$ cat src/rtl/axi_sram_slave_pkg.sv
// Shared types and constants for the AXI4-to-SRAM slave adapter.
package axi_sram_slave_pkg;

    typedef enum logic [2:0] {
        S_IDLE,
        S_RFETCH,
        S_RDATA,
        S_WDATA,
        S_WRESP
    } sram_slv_state_t;

    localparam logic [1:0] BURST_FIXED = 2'b00;
    localparam logic [1:0] BURST_INCR  = 2'b01;

    localparam logic [1:0] RESP_OKAY   = 2'b00;
    localparam logic [1:0] RESP_SLVERR = 2'b10;

endpackage

$ cat src/rtl/axi_sram_slave_if.sv
// AXI4 channel bundle between the interconnect slave port and the SRAM adapter.
interface axi_sram_slave_if #(
    parameter int IDS_W = 8
);
    logic [IDS_W-1:0] ARID;
    logic [31:0]      ARADDR;
    logic [3:0]       ARLEN;
    logic [2:0]       ARSIZE;
    logic [1:0]       ARBURST;
    logic             ARVALID;
    logic             ARREADY;

    logic [IDS_W-1:0] RID;
    logic [31:0]      RDATA;
    logic [1:0]       RRESP;
    logic             RLAST;
    logic             RVALID;
    logic             RREADY;

    logic [IDS_W-1:0] AWID;
    logic [31:0]      AWADDR;
    logic [3:0]       AWLEN;
    logic [2:0]       AWSIZE;
    logic [1:0]       AWBURST;
    logic             AWVALID;
    logic             AWREADY;

    logic [31:0]      WDATA;
    logic [3:0]       WSTRB;
    logic             WLAST;
    logic             WVALID;
    logic             WREADY;

    logic [IDS_W-1:0] BID;
    logic [1:0]       BRESP;
    logic             BVALID;
    logic             BREADY;

    modport master (
        output ARID, ARADDR, ARLEN, ARSIZE, ARBURST, ARVALID, input ARREADY,
        input  RID, RDATA, RRESP, RLAST, RVALID, output RREADY,
        output AWID, AWADDR, AWLEN, AWSIZE, AWBURST, AWVALID, input AWREADY,
        output WDATA, WSTRB, WLAST, WVALID, input WREADY,
        input  BID, BRESP, BVALID, output BREADY
    );

    modport slave (
        input  ARID, ARADDR, ARLEN, ARSIZE, ARBURST, ARVALID, output ARREADY,
        output RID, RDATA, RRESP, RLAST, RVALID, input RREADY,
        input  AWID, AWADDR, AWLEN, AWSIZE, AWBURST, AWVALID, output AWREADY,
        input  WDATA, WSTRB, WLAST, WVALID, output WREADY,
        output BID, BRESP, BVALID, input BREADY
    );
endinterface

$ cat src/rtl/axi_sram_slave.sv
// AXI4 slave adapter driving a synchronous single-port SRAM, one burst at a time.
// Optional macro AXI_SRAM_FIXED_BURST_EN: FIXED bursts hold the address for every beat.
module axi_sram_slave
    import axi_sram_slave_pkg::*;
#(
    parameter int SRAM_AW = 14,
    parameter int IDS_W   = 8
) (
    input  logic               clk,
    input  logic               rst,
    axi_sram_slave_if.slave    bus,
    output logic               CS,
    output logic               OE,
    output logic [3:0]         WEB,
    output logic [SRAM_AW-1:0] A,
    output logic [31:0]        DI,
    input  logic [31:0]        DO
);

    sram_slv_state_t    state_reg, state_next;
    logic [SRAM_AW-1:0] addr_reg, addr_next, next_addr;
    logic [3:0]         cnt_reg, cnt_next;
    logic [3:0]         len_reg, len_next;
    logic [IDS_W-1:0]   id_reg, id_next;

`ifdef AXI_SRAM_FIXED_BURST_EN
    logic [1:0] burst_reg, burst_next;

    assign next_addr = (burst_reg == BURST_FIXED) ? addr_reg : addr_reg + 1'b1;
`else
    assign next_addr = addr_reg + 1'b1;
`endif

    always_ff @(posedge clk or posedge rst) begin
        if (rst) begin
            state_reg <= S_IDLE;
            addr_reg  <= '0;
            cnt_reg   <= '0;
            len_reg   <= '0;
            id_reg    <= '0;
`ifdef AXI_SRAM_FIXED_BURST_EN
            burst_reg <= BURST_FIXED;
`endif
        end else begin
            state_reg <= state_next;
            addr_reg  <= addr_next;
            cnt_reg   <= cnt_next;
            len_reg   <= len_next;
            id_reg    <= id_next;
`ifdef AXI_SRAM_FIXED_BURST_EN
            burst_reg <= burst_next;
`endif
        end
    end

    assign bus.RID   = id_reg;
    assign bus.RDATA = DO;
    assign bus.RRESP = RESP_OKAY;
    assign bus.BID   = id_reg;
    assign bus.BRESP = RESP_OKAY;

    always_comb begin
        state_next = state_reg;
        addr_next  = addr_reg;
        cnt_next   = cnt_reg;
        len_next   = len_reg;
        id_next    = id_reg;
`ifdef AXI_SRAM_FIXED_BURST_EN
        burst_next = burst_reg;
`endif
        bus.ARREADY = 1'b0;
        bus.AWREADY = 1'b0;
        bus.RVALID  = 1'b0;
        bus.RLAST   = 1'b0;
        bus.WREADY  = 1'b0;
        bus.BVALID  = 1'b0;
        CS  = 1'b0;
        OE  = 1'b0;
        WEB = 4'hF;
        A   = addr_reg;
        DI  = '0;

        case (state_reg)
            S_IDLE: begin
                // Writes take priority; readies stay low while reset is held.
                bus.AWREADY = !rst;
                bus.ARREADY = !rst && !bus.AWVALID;
                if (bus.AWVALID) begin
                    id_next    = bus.AWID;
                    addr_next  = bus.AWADDR[SRAM_AW+1:2];
                    len_next   = bus.AWLEN;
                    cnt_next   = '0;
`ifdef AXI_SRAM_FIXED_BURST_EN
                    burst_next = bus.AWBURST;
`endif
                    state_next = S_WDATA;
                end else if (bus.ARVALID) begin
                    id_next    = bus.ARID;
                    addr_next  = bus.ARADDR[SRAM_AW+1:2];
                    len_next   = bus.ARLEN;
                    cnt_next   = '0;
`ifdef AXI_SRAM_FIXED_BURST_EN
                    burst_next = bus.ARBURST;
`endif
                    state_next = S_RFETCH;
                end
            end
            S_RFETCH: begin
                CS = 1'b1;
                OE = 1'b1;
                state_next = S_RDATA;
            end
            S_RDATA: begin
                bus.RVALID = 1'b1;
                bus.RLAST  = (cnt_reg == len_reg);
                CS = 1'b1;
                OE = 1'b1;
                // Re-reading the held address keeps DO stable across an RREADY stall.
                if (bus.RREADY) begin
                    A         = next_addr;
                    addr_next = next_addr;
                    cnt_next  = cnt_reg + 1'b1;
                    if (cnt_reg == len_reg)
                        state_next = S_IDLE;
                end
            end
            S_WDATA: begin
                bus.WREADY = 1'b1;
                DI = bus.WDATA;
                if (bus.WVALID) begin
                    CS        = 1'b1;
                    WEB       = ~bus.WSTRB;
                    addr_next = next_addr;
                    cnt_next  = cnt_reg + 1'b1;
                    if (bus.WLAST)
                        state_next = S_WRESP;
                end
            end
            S_WRESP: begin
                bus.BVALID = 1'b1;
                if (bus.BREADY)
                    state_next = S_IDLE;
            end
            default: state_next = S_IDLE;
        endcase
    end

    // Size, burst type (when not used) and out-of-range address bits carry no meaning here.
    logic unused_ok;
`ifdef AXI_SRAM_FIXED_BURST_EN
    assign unused_ok = &{1'b0, bus.ARSIZE, bus.AWSIZE,
                         bus.ARADDR[31:SRAM_AW+2], bus.ARADDR[1:0],
                         bus.AWADDR[31:SRAM_AW+2], bus.AWADDR[1:0]};
`else
    assign unused_ok = &{1'b0, bus.ARSIZE, bus.AWSIZE, bus.ARBURST, bus.AWBURST,
                         bus.ARADDR[31:SRAM_AW+2], bus.ARADDR[1:0],
                         bus.AWADDR[31:SRAM_AW+2], bus.AWADDR[1:0]};
`endif

endmodule

$ cat src/flat_wrapper.sv
// flat-port wrapper written by rule: the top's interface ports become plain ports
module axi_sram_slave_flat import axi_sram_slave_pkg::*;
#(
    parameter int SRAM_AW = 14,
    parameter int IDS_W   = 8
)
  (clk, rst, CS, OE, WEB, A, DI, DO, bus_ARID, bus_ARADDR, bus_ARLEN, bus_ARSIZE, bus_ARBURST, bus_ARVALID, bus_ARREADY, bus_RID, bus_RDATA, bus_RRESP, bus_RLAST, bus_RVALID, bus_RREADY, bus_AWID, bus_AWADDR, bus_AWLEN, bus_AWSIZE, bus_AWBURST, bus_AWVALID, bus_AWREADY, bus_WDATA, bus_WSTRB, bus_WLAST, bus_WVALID, bus_WREADY, bus_BID, bus_BRESP, bus_BVALID, bus_BREADY);
  axi_sram_slave_if #(.IDS_W(IDS_W)) bus_i ();
  input  logic clk;
  input  logic rst;
  output logic CS;
  output logic OE;
  output logic [3:0] WEB;
  output logic [SRAM_AW-1:0] A;
  output logic [31:0] DI;
  input  logic [31:0] DO;
  input wire logic [$bits(bus_i.ARID)-1:0] bus_ARID;
  input wire logic [$bits(bus_i.ARADDR)-1:0] bus_ARADDR;
  input wire logic [$bits(bus_i.ARLEN)-1:0] bus_ARLEN;
  input wire logic [$bits(bus_i.ARSIZE)-1:0] bus_ARSIZE;
  input wire logic [$bits(bus_i.ARBURST)-1:0] bus_ARBURST;
  input wire logic [$bits(bus_i.ARVALID)-1:0] bus_ARVALID;
  output wire logic [$bits(bus_i.ARREADY)-1:0] bus_ARREADY;
  output wire logic [$bits(bus_i.RID)-1:0] bus_RID;
  output wire logic [$bits(bus_i.RDATA)-1:0] bus_RDATA;
  output wire logic [$bits(bus_i.RRESP)-1:0] bus_RRESP;
  output wire logic [$bits(bus_i.RLAST)-1:0] bus_RLAST;
  output wire logic [$bits(bus_i.RVALID)-1:0] bus_RVALID;
  input wire logic [$bits(bus_i.RREADY)-1:0] bus_RREADY;
  input wire logic [$bits(bus_i.AWID)-1:0] bus_AWID;
  input wire logic [$bits(bus_i.AWADDR)-1:0] bus_AWADDR;
  input wire logic [$bits(bus_i.AWLEN)-1:0] bus_AWLEN;
  input wire logic [$bits(bus_i.AWSIZE)-1:0] bus_AWSIZE;
  input wire logic [$bits(bus_i.AWBURST)-1:0] bus_AWBURST;
  input wire logic [$bits(bus_i.AWVALID)-1:0] bus_AWVALID;
  output wire logic [$bits(bus_i.AWREADY)-1:0] bus_AWREADY;
  input wire logic [$bits(bus_i.WDATA)-1:0] bus_WDATA;
  input wire logic [$bits(bus_i.WSTRB)-1:0] bus_WSTRB;
  input wire logic [$bits(bus_i.WLAST)-1:0] bus_WLAST;
  input wire logic [$bits(bus_i.WVALID)-1:0] bus_WVALID;
  output wire logic [$bits(bus_i.WREADY)-1:0] bus_WREADY;
  output wire logic [$bits(bus_i.BID)-1:0] bus_BID;
  output wire logic [$bits(bus_i.BRESP)-1:0] bus_BRESP;
  output wire logic [$bits(bus_i.BVALID)-1:0] bus_BVALID;
  input wire logic [$bits(bus_i.BREADY)-1:0] bus_BREADY;
  assign bus_i.ARID = bus_ARID;
  assign bus_i.ARADDR = bus_ARADDR;
  assign bus_i.ARLEN = bus_ARLEN;
  assign bus_i.ARSIZE = bus_ARSIZE;
  assign bus_i.ARBURST = bus_ARBURST;
  assign bus_i.ARVALID = bus_ARVALID;
  assign bus_ARREADY = bus_i.ARREADY;
  assign bus_RID = bus_i.RID;
  assign bus_RDATA = bus_i.RDATA;
  assign bus_RRESP = bus_i.RRESP;
  assign bus_RLAST = bus_i.RLAST;
  assign bus_RVALID = bus_i.RVALID;
  assign bus_i.RREADY = bus_RREADY;
  assign bus_i.AWID = bus_AWID;
  assign bus_i.AWADDR = bus_AWADDR;
  assign bus_i.AWLEN = bus_AWLEN;
  assign bus_i.AWSIZE = bus_AWSIZE;
  assign bus_i.AWBURST = bus_AWBURST;
  assign bus_i.AWVALID = bus_AWVALID;
  assign bus_AWREADY = bus_i.AWREADY;
  assign bus_i.WDATA = bus_WDATA;
  assign bus_i.WSTRB = bus_WSTRB;
  assign bus_i.WLAST = bus_WLAST;
  assign bus_i.WVALID = bus_WVALID;
  assign bus_WREADY = bus_i.WREADY;
  assign bus_BID = bus_i.BID;
  assign bus_BRESP = bus_i.BRESP;
  assign bus_BVALID = bus_i.BVALID;
  assign bus_i.BREADY = bus_BREADY;
  axi_sram_slave #(.SRAM_AW(SRAM_AW), .IDS_W(IDS_W)) u_core (.clk(clk), .rst(rst), .bus(bus_i), .CS(CS), .OE(OE), .WEB(WEB), .A(A), .DI(DI), .DO(DO));
endmodule
$ cat config.mk
export PLATFORM = sky130hd
export DESIGN_NAME = axi_sram_slave_flat
export DESIGN_NICKNAME = d
export VERILOG_FILES = /design/src/rtl/axi_sram_slave_pkg.sv /design/src/rtl/axi_sram_slave_if.sv /design/src/rtl/axi_sram_slave.sv /design/src/flat_wrapper.sv
export SDC_FILE = /design/constraint.sdc
export NUM_CORES = 1
export LEC_CHECK = 0
export CAP_MARGIN = 20
export CELL_PAD_IN_SITES_DETAIL_PLACEMENT = 1
export CELL_PAD_IN_SITES_GLOBAL_PLACEMENT = 2
export CORE_MARGIN = 2
export CORE_UTILIZATION = 13
export CTS_CLUSTER_SIZE = 16
export DETAILED_ROUTE_END_ITERATION = 8
export PLACE_DENSITY = 0.85
export SETUP_SLACK_MARGIN = 0.2
export SYNTH_ARGS = -nofsm -noshare
export SYNTH_HDL_FRONTEND = slang
export SYNTH_SLANG_ARGS = --single-unit
export TNS_END_PERCENT = 50
$ cat constraint.sdc
create_clock -name clk -period 1.89 [get_ports clk]
set_input_delay 0.378 -clock clk [delete_from_list [all_inputs] [get_ports clk]]
set_output_delay 0.378 -clock clk [all_outputs]
set_load 0.02 [all_outputs]
== Word-level counts from Yosys, hierarchy flattened ==
Index checks and enable logic that the tools add are counted.

* Bits in registers: 33
* Output and inout bits: 110
* Word-level logic and storage cells: 65

* Add/subtract/negate cells: 2
* Multiplexer cells: 35
* Eq/ne operators: 11
* Bitwise operators: 1
* Reduce and logical (&&, ||, !) cells: 11

{| class="wikitable"
|+ Operators by type and width
! cell !! count
|-
| 14-bit two-way mux || 5
|-
| 14-bit one-hot mux with 3 select lines || 1
|-
| 32-bit two-way mux || 1
|-
| 4-bit two-way mux || 8
|-
| 3-bit two-way mux || 7
|-
| 8-bit two-way mux || 2
|-
| 3-bit one-hot mux with 5 select lines || 1
|-
| 14-bit by 1-bit adder with 14-bit output, second input constant || 1
|-
| 4-bit one-hot mux with 3 select lines || 1
|-
| 1-bit two-way mux || 8
|-
| 2-bit != test, second input constant || 4
|-
| 3-bit by 2-bit equality test with 1-bit output, second input constant || 2
|-
| 6-bit AND reduction || 1
|-
| 4-bit by 1-bit adder with 4-bit output, second input constant || 1
|-
| 4-bit equality test || 1
|-
| 4-bit inverter || 1
|-
| 4-bit AND reduction || 1
|-
| 3-bit by 1-bit equality test with 1-bit output, second input constant || 1
|-
| 3-bit equality test, second input constant || 1
|-
| 3-bit zero test || 1
|-
| 3-bit != test, second input constant || 1
|-
| 3-bit AND reduction || 1
|-
| 3-bit nonzero test || 1
|-
| 1-bit zero test || 2
|-
| other kinds (6) || 6
|}

== Longest topological paths before layout ==
Gate-level depths: netlist (run 1).

* Depth in word-level cells: 4
* Depth in mapped cells: 7
* Gate-level depth less buffers: 5

== Worst setup path after synthesis (run 1) ==
OpenSTA, ideal clock, no wires.

* Path kind: reg-to-output
* From: reg u_core.state_reg[0]
* To: out bus_ARREADY
* Stages on the path, launching flop included: 5
* Data required time: 1512 ps
* Setup slack: -382 ps
* Data arrival time: 1894 ps
* Cell sequence: dfrtp_1 buf_4 clkbuf_1 nor4_1 nor2b_1

* Longest elaborated chain between the ends: 2

{| class="wikitable"
|+ Ends and longest elaborated chain
! item !! line !! RTL
|-
| start: declaration || axi_sram_slave.sv:20 || <nowiki>sram_slv_state_t state_reg, state_next;</nowiki>
|-
| start signal: assignment || axi_sram_slave.sv:45 || <nowiki>state_reg <= state_next;</nowiki>
|-
| 3-bit zero test || axi_sram_slave.sv:83 || <nowiki>case (state_reg)</nowiki>
|-
| 1-bit two-way mux || axi_sram_slave.sv:83 ||
|-
| end: declaration || flat_wrapper.sv:23 || <nowiki>output wire logic [$bits(bus_i.ARREADY)-1:0] bus_ARREADY;</nowiki>
|}

Every way passes these cells.

== Worst setup path in the final report (run 1) ==
* From: reg u_core.addr_reg[0]
* To: out A[12]

* Longest elaborated chain between the ends: 3

{| class="wikitable"
|+ Ends and longest elaborated chain
! item !! line !! RTL
|-
| start: declaration || axi_sram_slave.sv:21 || <nowiki>logic [SRAM_AW-1:0] addr_reg, addr_next, next_addr;</nowiki>
|-
| start signal: assignment || axi_sram_slave.sv:46 || <nowiki>addr_reg <= addr_next;</nowiki>
|-
| 14-bit by 1-bit adder with 14-bit output || axi_sram_slave.sv:31 || <nowiki>assign next_addr = addr_reg + 1'b1;</nowiki>
|-
| 14-bit two-way mux || axi_sram_slave.sv:119 || <nowiki>if (bus.RREADY) begin</nowiki>
|-
| 14-bit two-way mux || axi_sram_slave.sv:83 ||
|-
| end: declaration || flat_wrapper.sv:14 || <nowiki>output logic [SRAM_AW-1:0] A;</nowiki>
|}

Every way passes these cells.

==> results.py, run 1 <==
metrics = {
    "global_routing": {
        "antenna_found_initial": 1,
        "grt_util_all_layers_pct": 10.78,
        "grt_max_degree": 45,
        "grt_pass1_vias": 3818,
        "grt_first_pass_wirelength_mm": 20.22,
        "overflow_left_after_global_routing": 0,
    },
    "timing": {
        "fin_setup_tns_ns": -7.878,
        "rsz0062_at_grt": "yes",
        "timing.final.max_slew_violations": 0,
        "post-route-period-util_pct": 117.4,
        "fmaxAchievable_mhz": 450.7,
        "fin_hold_ws_ns": 0.5067,
        "clock_skew_ns": 0.003497,
        "final_period_minus_worst_setup_slack_ns": 2.219,
        "endpoints_failing_setup": 53,
        "finalWorstSetupSlack_ns": -0.3289,
        "hold_viol_final": 0,
    },
    "logic_synthesis": {
        "syn_warnings": 0,
        "most_frequently_used_cell_type_in_the_post_synthesis_netlist": "sky130_fd_sc_hd__buf_4",
        "async_reset_ff_share_pct": 100.0,
        "fraction_of_post_synthesis_cell_area_in_the_top_cell_type_by_area_pct": 28.10,
        "post_synth.cell_area_avg_um2": 8.164,
        "synth_area_leader_cell": "sky130_fd_sc_hd__dfrtp_1",
        "synthFlopType": "sky130_fd_sc_hd__dfrtp_1",
        "synth-edff-count": 0,
        "ys_seq_area_share_pct": 28.10,
        "synth_area_um2": 2939,
        "synth.area.top_cells": "sky130_fd_sc_hd__dfrtp_1 28%, sky130_fd_sc_hd__buf_4 11%, sky130_fd_sc_hd__mux2i_1 8.2%",
        "syn_inst": 360,
        "post_synth_most_frequent_cells": "45 x sky130_fd_sc_hd__buf_4, 36 x sky130_fd_sc_hd__and3_1, 34 x sky130_fd_sc_hd__nand2_1, 33 x sky130_fd_sc_hd__dfrtp_1, 24 x sky130_fd_sc_hd__mux2i_1",
        "synth.distinct_cells": 52,
        "synth_seq_cells": 33,
    },
    "critical_path": {
        "cp-start-kind": "flip-flop",
        "path_cells": "ha_2, and4_1, nand4_1, buf_4, nor3_2, xnor2_1, buf_4",
        "critPathBufInv": 2,
        "crit_path_end_kind": "output port",
        "timing.critical_path.arrival_ns": 1.84,
        "max_stage_delay_ns": 0.37,
        "regToRegSetupSlack_ns": -0.05,
        "worstPathMaxFanout": 3,
        "worstReg2RegEnd": "u_core.addr_reg[10]$_DFFE_PP0P_",
        "reg2regPathDepth": 7,
        "cp_top_family": "simple AND/OR/NAND/NOR gates",
        "r2r_start": "u_core.state_reg[0]$_DFFE_PP0P_",
        "cell_type_of_the_slowest_stage_on_the_worst_timing_path": "sky130_fd_sc_hd__dfrtp_1",
        "critical_path_class": "flip-flop to output port",
        "crit_path_required_time_ns": 1.51,
        "critical_path.most_common_cell": "sky130_fd_sc_hd__buf_4",
    },
    "final_layout": {
        "final_net_count": 758,
        "final_core_utilization_pct": 28.37,
        "syn_to_final_growth_pct": 116.6,
        "drive_gt1_share_pct": 46.31,
        "stdcell_count": 869,
        "max_ffs_per_register": 14,
    },
    "floorplan": {
        "dieArea_um2": 23830,
        "top_level_port_count": 284,
        "floorplan.rows": 55,
        "design.core.area_um2": 22430,
        "horizontal_die_dimension_um": 154.4,
        "start_util_pct": 13.10,
        "die_h_um": 154.4,
    },
    "placement": {
        "dp_hpwl_mm": 9.995,
        "finalWeightedCongestion": 0.7776,
        "port-buffer-count": 169,
        "dpl_worst_slack_ns": -0.6692,
        "dpl.cell_count": 818,
    },
    "detailed_routing": {
        "detail_route.drc_violations": 0,
        "drt_iter0_drcs": 95,
        "route.vias.total": 3502,
        "postRouteAntennaNets": 0,
        "routed_via_density": 4.030,
        "post_drt_wl_per_cell_um": 16.50,
        "drt_pre_antenna_iters": 4,
        "detail_route.wirelength_mm": 14.34,
    },
    "clocking": {
        "tritoncts_clock_tree": "yes",
        "clock_tree.root_cell": "sky130_fd_sc_hd__clkbuf_16",
        "cts.sink_count": 33,
        "cts_hold_repair.buffers": 0,
        "clkSlewWorstSetupHoldPaths_ns": 0.06,
        "clock_path_buffers": 2,
        "clock_tree.htree_level_count": 2,
        "clock_buffer_count_from_cts": 5,
        "worst_skew_pair.late_latency_ns": 0.28,
    },
    "power_and_ir_drop": {
        "pwr_density_cell_nw_per_um2": 1372,
        "vdd.ir_drop.worst_mv": 0.4223,
        "total_leakage_power_nw": 2.867,
    },
    "worst_hold_path": {
        "hold_depth": 2,
        "capture_endpoint_of_the_worst_hold_path": "u_core.len_reg[0]$_DFFE_PP0P_",
        "hold_path_origin": "u_core.len_reg[0]$_DFFE_PP0P_",
        "hold_path.class": "flip-flop to flip-flop",
    },
    "run": {
        "timing.max_cap.violations": 0,
    },
    "outcome": {
        "failed_checks": "setup timing",
        "status": "finished, violations left",
    },
}
-- stage by stage --
stage	cell area [um^2]	total power [mW]
4_1_cts	5824	7.912
2_1_floorplan	3176	4.129
3_3_place_gp	5336	6.433
6_report	6365	8.732
3_5_place_dp	5336	6.530
5_1_grt	6362	9.297
-- cells by family after synthesis --
family,Yosys count,share of synthesized area (%)
flip-flops,33,28.10
AO/OA/AOI/OAI,56,12.60
AND/OR/NAND/NOR,140,26.39
buffers and inverters,83,17.24
XOR/XNOR,18,5.364
adder cells (fa/ha/maj),2,0.8513
other,1,0.1276
multiplexers,27,9.323
-- worst min-delay path, delay by kind of cell, from the launching register on --
kind | cells | cell delay [ns]
compound gates | 1 | 0.06
simple gates | 1 | 0.05
flops | 1 | 0.36
-- worst max path at each step --
stage | from | to | slack [ns] | cells past startpoint
after floorplan | u_core.addr_reg[0]$_DFFE_PP0P_ | A[10] | -0.15 | 5
after global placement | bus_RREADY | A[0] | -0.62 | 6
after detailed placement | bus_RREADY | A[0] | -0.67 | 6
after CTS | u_core.addr_reg[1]$_DFFE_PP0P_ | A[10] | -0.33 | 7
after global routing | u_core.addr_reg[0]$_DFFE_PP0P_ | A[12] | -0.42 | 7
final | u_core.addr_reg[0]$_DFFE_PP0P_ | A[12] | -0.33 | 7
-- routing by layer --
| metal | vias up | share of wire, % | global-route usage (%) |
|---|---|---|---|
| li1 | 1669 | - | - |
| met1 | 1678 | 39 | 12.07 |
| met2 | 141 | 53 | 20.18 |
| met3 | 14 | 7.0 | 2.914 |
| met4 | 0 | 1.2 | 2.734 |
| met5 | - | 0 | 0 |
-- timing repair --
| action | in CTS | in global routing |
|---|---|---|
| buffers inserted | 18 | 18 |
| gates resized for setup | 352 | 81 |
| gates cloned | 2 | 4 |
| setup endpoints to repair | 76 | 93 |
| hold endpoints to repair | 0 | 0 |
| pin swaps | 27 | 37 |
-- power breakdown --
| group | internal [mW] | switching (mW) |
|---|---|---|
| Combinational | 3.46 | 3.09 |
| Sequential | 1.03 | 0.302 |
| Clock | 0.526 | 0.325 |
-- placed cells by master, fill, tap and decap left out, types with 3 or more instances in the layout --
cell                                n
sky130_fd_sc_hd__nor3_1             4
sky130_fd_sc_hd__nand2_1           27
sky130_fd_sc_hd__buf_4             90
sky130_fd_sc_hd__a21oi_1            4
sky130_fd_sc_hd__xnor2_2            6
sky130_fd_sc_hd__and3_4            32
sky130_fd_sc_hd__o32a_1             3
sky130_fd_sc_hd__nor2_4             6
sky130_fd_sc_hd__inv_1             10
sky130_fd_sc_hd__or3_1              4
sky130_fd_sc_hd__clkdlybuf4s50_1  101
sky130_fd_sc_hd__xor2_1             5
sky130_fd_sc_hd__a22o_1             5
sky130_fd_sc_hd__nand3_1           10
sky130_fd_sc_hd__buf_6             64
sky130_fd_sc_hd__buf_12             6
sky130_fd_sc_hd__xnor2_4            3
sky130_fd_sc_hd__nand4_1            8
sky130_fd_sc_hd__clkbuf_16          9
sky130_fd_sc_hd__mux2_2             3
sky130_fd_sc_hd__nand2_2            3
sky130_fd_sc_hd__nor3_2             4
sky130_fd_sc_hd__o21ai_1           13
sky130_fd_sc_hd__mux2i_1           23
sky130_fd_sc_hd__o21ai_0           11
sky130_fd_sc_hd__conb_1             4
sky130_fd_sc_hd__dlymetal6s2s_1     7
sky130_fd_sc_hd__xor2_2             3
sky130_fd_sc_hd__buf_2              7
sky130_fd_sc_hd__dfrtp_1           31
sky130_fd_sc_hd__nand2_4            3
sky130_fd_sc_hd__and3_1             4
sky130_fd_sc_hd__nor2_1             5
-- final cells by class --
type                    instances  area, um^2
diodes                          1       2.502
clock buffers                   8       146.4
inverters                      11       43.79
repair buffers                284        2838
multi-input cells             247        2150
fillers                      2549       16070
flip-flops and latches         33       828.3
well taps                     285       356.6
No activity file was read; power rests on OpenSTA's default activity.
==> inputs of run 2 (changes only) <==
--- a/config.mk
+++ b/config.mk
@@ -9,10 +9,10 @@
 export CELL_PAD_IN_SITES_DETAIL_PLACEMENT = 1
 export CELL_PAD_IN_SITES_GLOBAL_PLACEMENT = 2
 export CORE_MARGIN = 2
-export CORE_UTILIZATION = 13
+export CORE_UTILIZATION = 14
 export CTS_CLUSTER_SIZE = 16
 export DETAILED_ROUTE_END_ITERATION = 8
-export PLACE_DENSITY = 0.85
+export PLACE_DENSITY = 0.87
 export SETUP_SLACK_MARGIN = 0.2
 export SYNTH_ARGS = -nofsm -noshare
 export SYNTH_HDL_FRONTEND = slang
==> constraint.sdc (replaced) <==
create_clock -name clk -period 2.5 [get_ports clk]
set_input_delay 0.5 -clock clk [delete_from_list [all_inputs] [get_ports clk]]
set_output_delay 0.5 -clock clk [all_outputs]
set_load 0.02 [all_outputs]
==> run 2 against run 1 <==
Largest power group unchanged. Flip-flop and latch count is the same. Hold slack lost 0.0050 ns. Sequential power shrank 26%. Critical path type unchanged. The flow now finishes without violations.
==> results.py, run 2 (same netlist as run 1, synthesis figures left out) <==
metrics = {
    "clocking": {
        "worst_skew_pair.late_latency_ns": 0.28,
        "tritoncts_clock_tree": "yes",
        "clock_buffer_count_from_cts": 5,
        "clkSlewWorstSetupHoldPaths_ns": 0.05,
        "clock_path_buffers": 2,
        "clock_tree.htree_level_count": 2,
        "cts_hold_repair.buffers": 0,
        "clock_tree.root_cell": "sky130_fd_sc_hd__clkbuf_16",
        "cts.sink_count": 33,
    },
    "floorplan": {
        "horizontal_die_dimension_um": 148.9,
        "top_level_port_count": 284,
        "floorplan.rows": 53,
        "dieArea_um2": 22170,
        "design.core.area_um2": 20820,
        "die_h_um": 148.9,
        "start_util_pct": 14.11,
    },
    "worst_hold_path": {
        "hold_depth": 2,
        "capture_endpoint_of_the_worst_hold_path": "u_core.len_reg[3]$_DFFE_PP0P_",
        "hold_path.class": "flip-flop to flip-flop",
        "hold_path_origin": "u_core.len_reg[3]$_DFFE_PP0P_",
    },
    "final_layout": {
        "fillerInstances": 2465,
        "multi_input_area_um2": 1783,
        "stdcell_area_um2": 5246,
        "layout.cells.most_common_list": "109 x sky130_fd_sc_hd__clkdlybuf4s50_1, 64 x sky130_fd_sc_hd__buf_4, 36 x sky130_fd_sc_hd__and3_1, 33 x sky130_fd_sc_hd__dfrtp_1, 32 x sky130_fd_sc_hd__nand2_1",
        "syn_to_final_growth_pct": 78.50,
        "stdcell_count": 807,
        "final_common_cell": "sky130_fd_sc_hd__clkdlybuf4s50_1",
        "max_ffs_per_register": 14,
        "sequential_cell_area_um2": 825.8,
        "drive_gt1_share_pct": 26.93,
        "final_net_count": 707,
    },
    "detailed_routing": {
        "drt_pre_antenna_iters": 4,
        "drt_iter0_drcs": 64,
        "routed_via_density": 4.067,
        "postRouteAntennaNets": 0,
        "route.vias.total": 3282,
        "post_drt_wl_per_cell_um": 14.72,
        "detail_route.wirelength_mm": 11.88,
        "detail_route.drc_violations": 0,
    },
    "placement": {
        "detailed_place.area_um2": 4851,
        "dp_hpwl_mm": 9.057,
        "port-buffer-count": 169,
        "finalWeightedCongestion": 0.7674,
        "dpl.cell_count": 779,
    },
    "critical_path": {
        "worstPathMaxFanout": 3,
        "reg2regPathDepth": 13,
        "crit_path_required_time_ns": 2.00,
        "regToRegSetupSlack_ns": 0.09,
        "crit_path_end_kind": "output port",
        "r2r_start": "u_core.addr_reg[0]$_DFFE_PP0P_",
        "cp-start-kind": "flip-flop",
        "timing.critical_path.arrival_ns": 1.93,
        "critical_path_class": "flip-flop to output port",
        "worstReg2RegEnd": "u_core.addr_reg[8]$_DFFE_PP0P_",
    },
    "timing": {
        "endpoints_failing_setup": 0,
        "rsz0062_at_grt": "yes",
        "post-route-period-util_pct": 97.16,
        "hold_viol_final": 0,
        "timing.final.max_slew_violations": 0,
        "clock_skew_ns": 0.005374,
        "final_period_minus_worst_setup_slack_ns": 2.429,
        "fmaxAchievable_mhz": 411.7,
        "fin_hold_ws_ns": 0.5017,
    },
    "power_and_ir_drop": {
        "vdd.ir_drop.worst_mv": 0.3974,
        "total_leakage_power_nw": 2.351,
        "pwr_density_cell_nw_per_um2": 975.0,
    },
    "global_routing": {
        "grt_first_pass_wirelength_mm": 17.80,
        "antenna_found_initial": 1,
        "overflow_left_after_global_routing": 0,
        "grt_pass1_vias": 3490,
        "grt_max_degree": 45,
        "grt_util_all_layers_pct": 10.02,
    },
    "outcome": {
        "status": "completed",
    },
    "run": {
        "timing.max_cap.violations": 0,
    },
}
run 2: timing repair:
| action | in CTS | in global routing |
|---|---|---|
| buffers inserted | 12 | 8 |
| pin swaps | 13 | 13 |
| gates resized for setup | 163 | 42 |
| setup endpoints to repair | 58 | 50 |
run 2: layout make-up:
cell class | count | area share, %
diodes | 1 | 0.04770
clock buffers | 7 | 2.719
inverters | 11 | 0.7870
multi-input cells | 247 | 33.99
flip-flops and latches | 33 | 15.74
well taps | 275 | 6.559
repair buffers | 233 | 40.16
run 2: power breakdown:
group	internal, mW	total [mW]	switching, mW
Sequential	0.781	0.988	0.208
Combinational	1.60	3.51	1.91
Clock	0.391	0.616	0.225
Total	2.77	5.11	2.34
run 2: metrics by stage:
| step | worst slack (ns) | util, % | power, mW | TNS, ns |
|---|---|---|---|---|
| floorplan | 0.2299 | - | 2.937 | 0 |
| global placement | -0.3331 | 23.30 | 4.391 | -3.010 |
| detailed placement | -0.3188 | 23.30 | 4.449 | -3.288 |
| CTS | -0.005451 | 24.61 | 5.048 | -0.005451 |
| global route | -0.005259 | 25.20 | 5.482 | -0.005259 |
| finish | 0.07088 | 25.20 | 5.115 | 0 |
run 2: worst max-delay path by stage:
stage	from	to	slack (ns)	cells past startpoint
after global placement	bus_RREADY	A[5]	-0.33	5
after CTS	u_core.addr_reg[0]$_DFFE_PP0P_	u_core.addr_reg[8]$_DFFE_PP0P_	-0.005	13
after floorplan	u_core.state_reg[0]$_DFFE_PP0P_	A[6]	0.23	6
after detailed placement	bus_RREADY	A[6]	-0.32	5
after global routing	u_core.addr_reg[0]$_DFFE_PP0P_	u_core.addr_reg[8]$_DFFE_PP0P_	-0.005	13
final	u_core.addr_reg[0]$_DFFE_PP0P_	A[10]	0.07	7
run 2: routing by layer:
| layer | vias up | wire length (um) | global-route usage [%] |
|---|---|---|---|
| met5 | - | 0 | 0 |
| met4 | 0 | 249 | 3.381 |
| met3 | 18 | 905 | 2.783 |
| met2 | 150 | 5931 | 17.79 |
| met1 | 1548 | 4795 | 11.58 |
| li1 | 1566 | - | - |
run 2: worst max-delay path, cell delays in order, from the launching register on:
cell                      delay, ns
sky130_fd_sc_hd__dfrtp_1       0.40
sky130_fd_sc_hd__ha_1          0.19
sky130_fd_sc_hd__and4_1        0.20
sky130_fd_sc_hd__nand4_1       0.15
sky130_fd_sc_hd__buf_4         0.19
sky130_fd_sc_hd__nor3_4        0.14
sky130_fd_sc_hd__xor2_2        0.22
sky130_fd_sc_hd__buf_6         0.15
==> inputs of run 3 (changes only) <==
--- a/config.mk
+++ b/config.mk
@@ -13,6 +13,7 @@
 export CTS_CLUSTER_SIZE = 16
 export DETAILED_ROUTE_END_ITERATION = 8
 export PLACE_DENSITY = 0.87
+export RECOVER_POWER = 50
 export SETUP_SLACK_MARGIN = 0.2
 export SYNTH_ARGS = -nofsm -noshare
 export SYNTH_HDL_FRONTEND = slang
==> run 3 against run 2 <==
Critical path depth unchanged. Total power down 0.79%. Utilization down 0.060 points. Via count decreased by 0.30%. Design area down 0.24%. Wire length unchanged. Worst setup slack worse by 0.0016 ns. Count of clock-buffer cells in the layout unchanged. Final cell count unchanged. Highest routed layer unchanged.
==> results.py, run 3 (same netlist as run 1, synthesis figures left out) <==
metrics = {
    "outcome": {
        "status": "completed",
    },
    "floorplan": {
        "horizontal_die_dimension_um": 148.9,
        "floorplan.rows": 53,
        "dieArea_um2": 22170,
        "die_h_um": 148.9,
        "start_util_pct": 14.11,
        "top_level_port_count": 284,
        "design.core.area_um2": 20820,
    },
    "final_layout": {
        "final_core_utilization_pct": 25.14,
        "layout.cells.most_common_list": "101 x sky130_fd_sc_hd__clkdlybuf4s50_1, 62 x sky130_fd_sc_hd__buf_4, 36 x sky130_fd_sc_hd__and3_1, 33 x sky130_fd_sc_hd__dfrtp_1, 32 x sky130_fd_sc_hd__nand2_1",
        "final_common_cell": "sky130_fd_sc_hd__clkdlybuf4s50_1",
        "drive_gt1_share_pct": 26.55,
        "max_ffs_per_register": 14,
        "final_net_count": 707,
        "stdcell_count": 807,
        "syn_to_final_growth_pct": 78.08,
    },
    "critical_path": {
        "crit_path_end_kind": "output port",
        "setup.worst_path.start": "u_core.addr_reg[0]$_DFFE_PP0P_",
        "timing.critical_path.arrival_ns": 1.93,
        "cp-start-kind": "flip-flop",
        "critPathBufInv": 2,
        "crit_path_required_time_ns": 2.00,
        "cell_type_of_the_slowest_stage_on_the_worst_timing_path": "sky130_fd_sc_hd__dfrtp_1",
        "critical_path_class": "flip-flop to output port",
        "cp_top_family": "simple AND/OR/NAND/NOR gates",
        "r2r_start": "u_core.addr_reg[0]$_DFFE_PP0P_",
        "path_cells": "ha_1, and4_1, nand4_1, buf_4, nor3_4, xor2_2, buf_6",
        "max_stage_delay_ns": 0.40,
        "worstPathMaxFanout": 3,
    },
    "placement": {
        "dp_hpwl_mm": 9.057,
        "dpl.cell_count": 779,
        "port-buffer-count": 169,
        "dpl_worst_slack_ns": -0.3188,
        "finalWeightedCongestion": 0.7674,
    },
    "power_and_ir_drop": {
        "p_sw_mw": 2.328,
        "vdd.ir_drop.worst_mv": 0.3981,
        "pwr_density_cell_nw_per_um2": 969.6,
        "power.share.switching_pct": 45.88,
        "clkPwrFrac_pct": 12.2,
        "internal_power_mw": 2.746,
        "sequentialPowerShare_pct": 19.4,
        "total_leakage_power_nw": 2.355,
        "power.combinational.fraction_pct": 68.4,
    },
    "detailed_routing": {
        "route.vias.total": 3272,
        "drt_iter0_drcs": 62,
        "drt_pre_antenna_iters": 4,
        "detail_route.wirelength_mm": 11.88,
        "detail_route.drc_violations": 0,
        "postRouteAntennaNets": 0,
        "routed_via_density": 4.055,
        "post_drt_wl_per_cell_um": 14.72,
    },
    "clocking": {
        "cts.sink_count": 33,
        "clock_tree.root_cell": "sky130_fd_sc_hd__clkbuf_16",
        "clock_buffer_count_from_cts": 5,
        "cts_hold_repair.buffers": 0,
        "clkSlewWorstSetupHoldPaths_ns": 0.05,
        "tritoncts_clock_tree": "yes",
        "worst_skew_pair.late_latency_ns": 0.28,
        "clock_path_buffers": 2,
        "clock_tree.htree_level_count": 2,
    },
    "timing": {
        "fmaxAchievable_mhz": 411.4,
        "fin_hold_ws_ns": 0.4926,
        "finalWorstSetupSlack_ns": 0.06928,
        "endpoints_failing_setup": 0,
        "timing.final.max_slew_violations": 0,
        "rsz0062_at_grt": "yes",
        "fin_setup_tns_ns": 0,
        "slew_headroom_pct": 35.50,
        "hold_viol_final": 0,
        "final_period_minus_worst_setup_slack_ns": 2.431,
        "post-route-period-util_pct": 97.23,
        "tightest_slew_ns": 0.9675,
        "clock_skew_ns": 0.005637,
    },
    "global_routing": {
        "grt_pass1_vias": 3490,
        "grt_first_pass_wirelength_mm": 17.80,
        "grt_util_all_layers_pct": 10.02,
        "antenna_found_initial": 1,
        "overflow_left_after_global_routing": 0,
        "grt_max_degree": 45,
    },
    "worst_hold_path": {
        "hold_path.class": "flip-flop to flip-flop",
        "hold_path_origin": "u_core.bus.BID[3]$_DFFE_PP0P_",
    },
    "run": {
        "timing.max_cap.violations": 0,
    },
}
==> run 3: cell types whose count changed in the layout (fill, tap and decap cells not counted), sizes merged <==
cell	delta
clkdlybuf4s50	-8
clkbuf	+2
buf	-2
dlygate4sd3	+8
==> run 3: worst reg2reg max path, cell delays in order, from the launching register on <==
cell	delay, ns
sky130_fd_sc_hd__dfrtp_1	0.40
sky130_fd_sc_hd__ha_1	0.19
sky130_fd_sc_hd__and4_1	0.20
sky130_fd_sc_hd__nand4_1	0.15
sky130_fd_sc_hd__buf_4	0.18
sky130_fd_sc_hd__buf_4	0.12
sky130_fd_sc_hd__buf_4	0.12
sky130_fd_sc_hd__buf_4	0.12
sky130_fd_sc_hd__buf_4	0.12
sky130_fd_sc_hd__buf_4	0.12
sky130_fd_sc_hd__buf_4	0.12
sky130_fd_sc_hd__buf_4	0.13
sky130_fd_sc_hd__a21o_1	0.17
sky130_fd_sc_hd__a22o_1	0.17
==> run 3: final cells by class <==
cell class	count	area, um^2
Antenna cell	1	2.502
Fill cell	2467	15590
Inverter	11	41.29
Tap cell	275	344.1
Timing Repair Buffer	233	2101
Multi-Input combinational cell	247	1777
Clock buffer	7	142.6
Sequential cell	33	825.8
==> run 3: final timing paths <==
| path | cells past startpoint | slack (ns) | end |
|---|---|---|---|
| max in group asynchronous | 3 | 0.96 | u_core.addr_reg[3]$_DFFE_PP0P_ |
| min in group asynchronous | 3 | 0.98 | u_core.state_reg[2]$_DFFE_PP0P_ |
| worst min register to register | 2 | 0.49 | u_core.bus.BID[3]$_DFFE_PP0P_ |
| worst max-delay path | 7 | 0.07 | A[10] |
| worst min-delay path | 2 | 0.49 | u_core.bus.BID[3]$_DFFE_PP0P_ |
| worst max register to register | 13 | 0.09 | u_core.addr_reg[8]$_DFFE_PP0P_ |
==> run 3: timing repair <==
| item | 4_1_cts | 5_1_grt |
|---|---|---|
| endpoints found under the setup margin | 58 | 50 |
| gates resized for setup | 163 | 42 |
| pin swaps | 13 | 13 |
| gates cloned | 0 | 0 |
| buffers inserted | 12 | 8 |
==> run 3: layer usage <==
layer  global-route usage (%)  wire length, um  vias to the layer above
met5                        0                0                        -
met4                    3.381              248                        0
met3                    2.783              862                       18
met2                    17.79             5933                      144
met1                    11.58             4837                     1545
li1                         -                -                     1565
==> run 3: power by group through the flow <==
stage	Clock, mW	Sequential [mW]	Combinational (mW)
2_1_floorplan	0	1.03	1.91
3_3_place_gp	0	0.968	3.42
3_5_place_dp	0	0.976	3.47
4_1_cts	0.635	0.982	3.43
5_1_grt	0.651	1.01	3.77
6_report	0.617	0.986	3.47
==> run 3: per-stage QoR <==
stage | power (mW) | instance area (um^2)
2_1_floorplan | 2.937 | 2957
3_3_place_gp | 4.391 | 4851
3_5_place_dp | 4.449 | 4851
4_1_cts | 5.048 | 5125
5_1_grt | 5.440 | 5234
6_report | 5.074 | 5234
